==> src/rtl/keyseq_pkg.sv <==
// keyseq_pkg: shared FSM states, script entry layout and common keycodes for the keycode sequencer.
package keyseq_pkg;

    typedef enum logic [2:0] {
        IDLE,
        LOAD,
        HOLD,
        GAP,
        DONE
    } state_e;

    localparam int ENTRY_HOLD_W = 8;

    typedef struct packed {
        logic [7:0]              keycode;
        logic [ENTRY_HOLD_W-1:0] hold;
    } entry_t;

    localparam logic [7:0] KEY_NONE = 8'h00;
    localparam logic [7:0] KEY_Q    = 8'h14;
    localparam logic [7:0] KEY_E    = 8'h08;

    // An all-zero entry terminates the script; a zero key with a hold is a timed wait.
    function automatic logic is_end(input logic [7:0] key, input logic any_hold);
        return key == KEY_NONE && !any_hold;
    endfunction

endpackage

==> src/rtl/keyseq_table.sv <==
// keyseq_table: script register file, cleared on reset, one synchronous write port and one combinational read port.
module keyseq_table #(
    parameter int DEPTH = 16,
    parameter int W     = 16
) (
    input  logic                     Clk,
    input  logic                     Reset,
    input  logic                     wr_en,
    input  logic [$clog2(DEPTH)-1:0] wr_addr,
    input  logic [W-1:0]             wr_data,
    input  logic [$clog2(DEPTH)-1:0] rd_addr,
    output logic [W-1:0]             rd_data
);

    logic [W-1:0] mem_q [DEPTH];

    // Reset clears every entry to the end marker; writes land on the next edge.
    always_ff @(posedge Clk or posedge Reset) begin
        if (Reset) begin
            for (int i = 0; i < DEPTH; i++) mem_q[i] <= '0;
        end else if (wr_en) begin
            mem_q[wr_addr] <= wr_data;
        end
    end

    assign rd_data = mem_q[rd_addr];

endmodule

==> src/rtl/keycode_sequencer.sv <==
// keycode_sequencer: replays a timed keycode script onto the game key bus, else passes live keys through; define KEYSEQ_LOOP_EN to loop the script.
module keycode_sequencer
    import keyseq_pkg::*;
#(
    parameter int DEPTH      = 16,
    parameter int HOLD_W     = 8,
    parameter int GAP_FRAMES = 2
) (
    input  logic                     Clk,
    input  logic                     Reset,
    input  logic                     frame_tick,
    input  logic [7:0]               live_keycode,
    input  logic                     start,
    input  logic                     abort,
    input  logic                     wr_en,
    input  logic [$clog2(DEPTH)-1:0] wr_addr,
    input  logic [8+HOLD_W-1:0]      wr_data,
    output logic [7:0]               keycode_out,
    output logic                     busy,
    output logic                     done,
    output logic [$clog2(DEPTH)-1:0] entry_idx
);

    localparam int AW = $clog2(DEPTH);
    localparam int GW = $clog2(GAP_FRAMES + 1);

    state_e            state_q, state_d;
    logic [AW-1:0]     idx_q, idx_d;
    logic [7:0]        key_q, key_d;
    logic [7:0]        kc_q, kc_d;
    logic [HOLD_W-1:0] hold_q, hold_d;
    logic [GW-1:0]     gap_q, gap_d;
    logic [8+HOLD_W-1:0] rd_data;
    logic [7:0]        rd_key;
    logic [HOLD_W-1:0] rd_hold;
    logic              stop;
    logic              last_idx;

    assign rd_key      = rd_data[8+HOLD_W-1:HOLD_W];
    assign rd_hold     = rd_data[HOLD_W-1:0];
    assign busy        = state_q inside {LOAD, HOLD, GAP};
    assign done        = state_q == DONE;
    assign keycode_out = kc_q;
    assign entry_idx   = idx_q;
    assign last_idx    = idx_q == AW'(DEPTH - 1);
    // A player touching the keyboard during playback stops it just like abort.
    assign stop        = busy && (abort || live_keycode != KEY_NONE);

    keyseq_table #(
        .DEPTH(DEPTH),
        .W    (8 + HOLD_W)
    ) u_table (
        .Clk    (Clk),
        .Reset  (Reset),
        .wr_en  (wr_en && !busy),
        .wr_addr(wr_addr),
        .wr_data(wr_data),
        .rd_addr(idx_q),
        .rd_data(rd_data)
    );

    // Next-state, counters and the keycode to present on the following cycle.
    always_comb begin
        state_d = state_q;
        idx_d   = idx_q;
        key_d   = key_q;
        hold_d  = hold_q;
        gap_d   = gap_q;
        kc_d    = KEY_NONE;
        case (state_q)
            IDLE: begin
                kc_d = live_keycode;
                if (start && !abort) begin
                    state_d = LOAD;
                    idx_d   = '0;
                end
            end
            LOAD: begin
                if (is_end(rd_key, |rd_hold)) begin
`ifdef KEYSEQ_LOOP_EN
                    state_d = idx_q == '0 ? DONE : LOAD;
                    idx_d   = '0;
`else
                    state_d = DONE;
`endif
                end else begin
                    key_d   = rd_key;
                    hold_d  = rd_hold == '0 ? HOLD_W'(1) : rd_hold;
                    state_d = HOLD;
                end
            end
            HOLD: begin
                kc_d = key_q;
                if (frame_tick) begin
                    hold_d = hold_q - 1'b1;
                    if (hold_q == HOLD_W'(1)) begin
                        state_d = GAP;
                        gap_d   = GW'(GAP_FRAMES);
                    end
                end
            end
            GAP: begin
                if (frame_tick) begin
                    gap_d = gap_q - 1'b1;
                    if (gap_q == GW'(1)) begin
`ifdef KEYSEQ_LOOP_EN
                        state_d = LOAD;
                        idx_d   = last_idx ? '0 : idx_q + 1'b1;
`else
                        state_d = last_idx ? DONE : LOAD;
                        idx_d   = last_idx ? idx_q : idx_q + 1'b1;
`endif
                    end
                end
            end
            default: state_d = IDLE;
        endcase
        if (stop) begin
            state_d = IDLE;
            kc_d    = KEY_NONE;
        end
    end

    // State, counters and the registered keycode output.
    always_ff @(posedge Clk or posedge Reset) begin
        if (Reset) begin
            state_q <= IDLE;
            idx_q   <= '0;
            key_q   <= KEY_NONE;
            kc_q    <= KEY_NONE;
            hold_q  <= '0;
            gap_q   <= '0;
        end else begin
            state_q <= state_d;
            idx_q   <= idx_d;
            key_q   <= key_d;
            kc_q    <= kc_d;
            hold_q  <= hold_d;
            gap_q   <= gap_d;
        end
    end

endmodule

==> config.mk <==
export PLATFORM = sky130hd
export DESIGN_NAME = keycode_sequencer
export DESIGN_NICKNAME = d
export VERILOG_FILES = /design/src/rtl/keyseq_pkg.sv /design/src/rtl/keyseq_table.sv /design/src/rtl/keycode_sequencer.sv
export SDC_FILE = /design/constraint.sdc
export NUM_CORES = 1
export LEC_CHECK = 0
export CORE_MARGIN = 2
export CORE_UTILIZATION = 45
export CTS_BUF_LIST = sky130_fd_sc_hd__clkbuf_4 sky130_fd_sc_hd__clkbuf_8 sky130_fd_sc_hd__clkbuf_16
export CTS_CLUSTER_SIZE = 16
export DETAILED_ROUTE_END_ITERATION = 12
export PLACE_DENSITY_LB_ADDON = 0.12
export SETUP_SLACK_MARGIN = 0.5
export SLEW_MARGIN = 25
export SYNTH_ARGS = -nofsm -noshare
export SYNTH_HDL_FRONTEND = slang
export SYNTH_SLANG_ARGS = --single-unit
==> constraint.sdc <==
create_clock -name Clk -period 14.6 [get_ports Clk]
set_input_delay 2.19 -clock Clk [delete_from_list [all_inputs] [get_ports Clk]]
set_output_delay 2.19 -clock Clk [all_outputs]
set_load 0.1 [all_outputs]
==> flow_summary_export.csv <==
group,metric,value,unit
outcome,status,"complete, no violations",
routing,first_pass_iters,5,
sta,drv_slew,0,
hold_path,min_path_cells,1,
die,core,29400,sq um
yosys,yosys.area.top_type,"dfrtp_1",
power,power.density,202,nW/um^2
flow_run,cap_violations,0,
routing,drt_iter0_markers,560,
power,pwr-share-comb,28.9,%
power,seqPwrFrac,43.9,%
yosys,synth-seq-cells,289,
clock_tree,cts_sinks,289,
global_route,grt-ovfl-total,0,
yosys,synth.most_common_cell,"dfrtp_1",
die,start_util,45.4,%
final_layout,fin_nets,970,
clock_tree,cts_resized,0,
final_layout,finish.utilization,52.1,%
clock_tree,clock_latency,510,ps
global_route,grt_pass1_wl,48900,microns
setup_path,crit_type,"flop to output pin",
global_route,grt_pass1_vias,7953,
yosys,yosys_warnings,0,
setup_path,rr_endpoint,"hold_q[7]",
sta,tightest_slew,1080,ps
die,io_pins,48,
die,die_h,176,microns
setup_path,r2r-start,"entry_idx[0]",
yosys,ys_seq_area_share,54.2,%
yosys,ys.flop_type,"dfrtp_1",
routing,drt_wl_total,31400,microns
routing,avgRoutedWirePerCell,23.3,microns
clock_tree,post_cts_buffers,0,
clock_tree,cts.clk_slew.worst_paths,60,ps
die,die_width,176,microns
routing,via_per_inst,5.72,
sta,fin_crit,5350,ps
sta,setup_viol,0,
sta,fin_tns_setup,0,ps
final_layout,fillers,2441,
yosys,synth.avg_cell_area,14.9,sq um
yosys,synth_area_leaders,"dfrtp_1 (54%), mux2_2 (22%), mux4_2 (8.4%)",
die,rows,63,
sta,fin_crit_sh,36.6,%
routing,antenna_left,0,
sta,rsz0062_at_grt,"false",
clock_tree,clockBufferDepth,3,
sta,max-slew-margin-rel,28.0,%
setup_path,start_kind,"flop",
routing,vias,7690,
place,globalplace.congestion,0.771,
setup_path,cp.required,12410,ps
hold_path,min-delay-start,"u_table.mem_q[109]",
yosys,synth_common_cells,"dfrtp_1 (289), mux2_2 (261), mux4_2 (50)",
final_layout,syn_to_final_growth,14.7,%
setup_path,ff2ff_setup_slack,10100,ps
setup_path,cp-end-kind,"output pin",
global_route,track_usage,20.8,%
power,p_sw,914,uW
sta,hold_viol,0,
power,swShare,29.6,%
global_route,grt_start_max_net_pins,172,
hold_path,holdPathEnd,"u_table.mem_q[109]",
power,ir_drop,80.2,uV
yosys,synth_edf_count,0,
sta,fmax,187,MHz
yosys,syn_inst,899,
yosys,synth_top_area_share,54.2,%
yosys,ys_types,56,
sta,skew,12.5,ps
yosys,mappedNetlistArea,13400,sq um
die,dieArea,31100,sq um
setup_path,ff2ff_path_depth,8,
routing,drc,0,
place,post-dp-hpwl,18600,microns
power,intPower,2180,uW
setup_path,critPathMaxFanout,22,
final_layout,drive_above_1_share,42.8,%
clock_tree,cts_hold_buf,0,
clock_tree,cts_tree,"done",
setup_path,arrival,3160,ps
power,clkPwrFrac,27.2,%
yosys,async_flop_share,100,%
clock_tree,cts_root_buffer,"clkbuf_16",
power,p_leak,0.00653,uW
clock_tree,htree_levels,2,
global_route,antenna_found_initial,3,
hold_path,hold_path.class,"flop to flop",
yosys,syn_nets,937,
clock_tree,cts_buffers,34,
place,numPortBuffers,47,
how the worst max path moves through the flow:
stage,end,start
2_1_floorplan,entry_idx[0],Reset
4_1_cts,busy,state_q[1]
6_report,busy,state_q[1]
5_1_grt,busy,state_q[1]
3_5_place_dp,busy,state_q[1]
3_3_place_gp,busy,state_q[1]
power by group through the flow:
stage	clock (uW)	sequential [uW]	combinational (uW)
floorplan	0	1370	686
global placement	0	1360	881
detailed placement	0	1370	900
CTS	862	1360	902
global route	901	1400	965
finish	841	1360	895
sequential cells by signal, summed over array words and instances, names as in the netlist:
signal and count:
u_table.mem_q 256, hold_q 8, state_q 3, gap_q 2, keycode_out 8, key_q 8, entry_idx 4
through the flow:
step / hold slack [ps] / setup WS [ps] / power [uW] / cells / area, sq um
finish: 498 / 9250 / 3090 / 1345 / 15300
detailed placement: 486 / 9760 / 2270 / 1285 / 14200
floorplan: 458 / 4430 / 2050 / 899 / 13400
global placement: 481 / 9830 / 2240 / 1285 / 14100
global route: 513 / 9100 / 3270 / 1343 / 15300
CTS: 501 / 9240 / 3120 / 1342 / 15300
cell usage in the layout, fill, tap and decap left out, types with 3 or more instances in the layout:
master,netlist,final
dfrtp_1,289,287
mux2_2,261,261
mux4_2,50,50
clkdlybuf4s50_1,0,47
clkbuf_16,0,37
nand2_1,30,29
a22oi_1,27,27
nor2_1,32,23
mux2i_1,16,16
o21ai_0,12,12
buf_4,2,12
mux4_1,11,11
a21oi_1,10,10
nor3_1,11,8
inv_1,9,8
clkbuf_4,0,7
nand2b_1,6,6
and2_1,6,6
clkbuf_8,2,6
nor2_4,0,5
nor4_1,5,5
clkinv_2,0,5
nor2_2,0,4
a31oi_1,4,4
a221oi_1,4,4
a211oi_1,4,4
ha_1,4,4
nor3_2,0,3
a22o_1,3,3
o31ai_1,3,3
cell type report:
cell class,instances,area [sq um],area share (%)
timing repair buffer,61,608,3.97
antenna,2,5.00,0.0327
inverter,10,45.0,0.294
clock inverter,7,63.8,0.417
multi-input combinational,536,5810,37.9
sequential,289,7240,47.3
clock buffer,50,1060,6.93
tap,390,488,3.19
kinds of logic after synthesis:
kind of cell	after synthesis	share of synthesized area, %
xor gates and xnor gates	1	0.0656
AOI/OAI and AO/OA	80	4.26
buffers and inverters	74	2.84
muxes	340	34.1
and+or+nand+nor	111	4.22
adders and majority gates	4	0.375
DFF	289	54.2
metal layers:
| metal | track usage [%] | up-vias | wire length [microns] |
|---|---|---|---|
| li1 | - | 3434 | - |
| met2 | 33.7 | 144 | 15000 |
| met5 | 0 | - | 16 |
| met4 | 4.37 | 2 | 453 |
| met1 | 30.0 | 4070 | 14600 |
| met3 | 3.32 | 40 | 1290 |
worst max-delay path, cell delays in order (launching register included):
cell and delay [ps]:
dfrtp_1 850, nor2_1 180, or2_2 410, inv_1 80, clkdlybuf4s50_1 1130
Note: power is estimated with default switching activity, not from simulation.
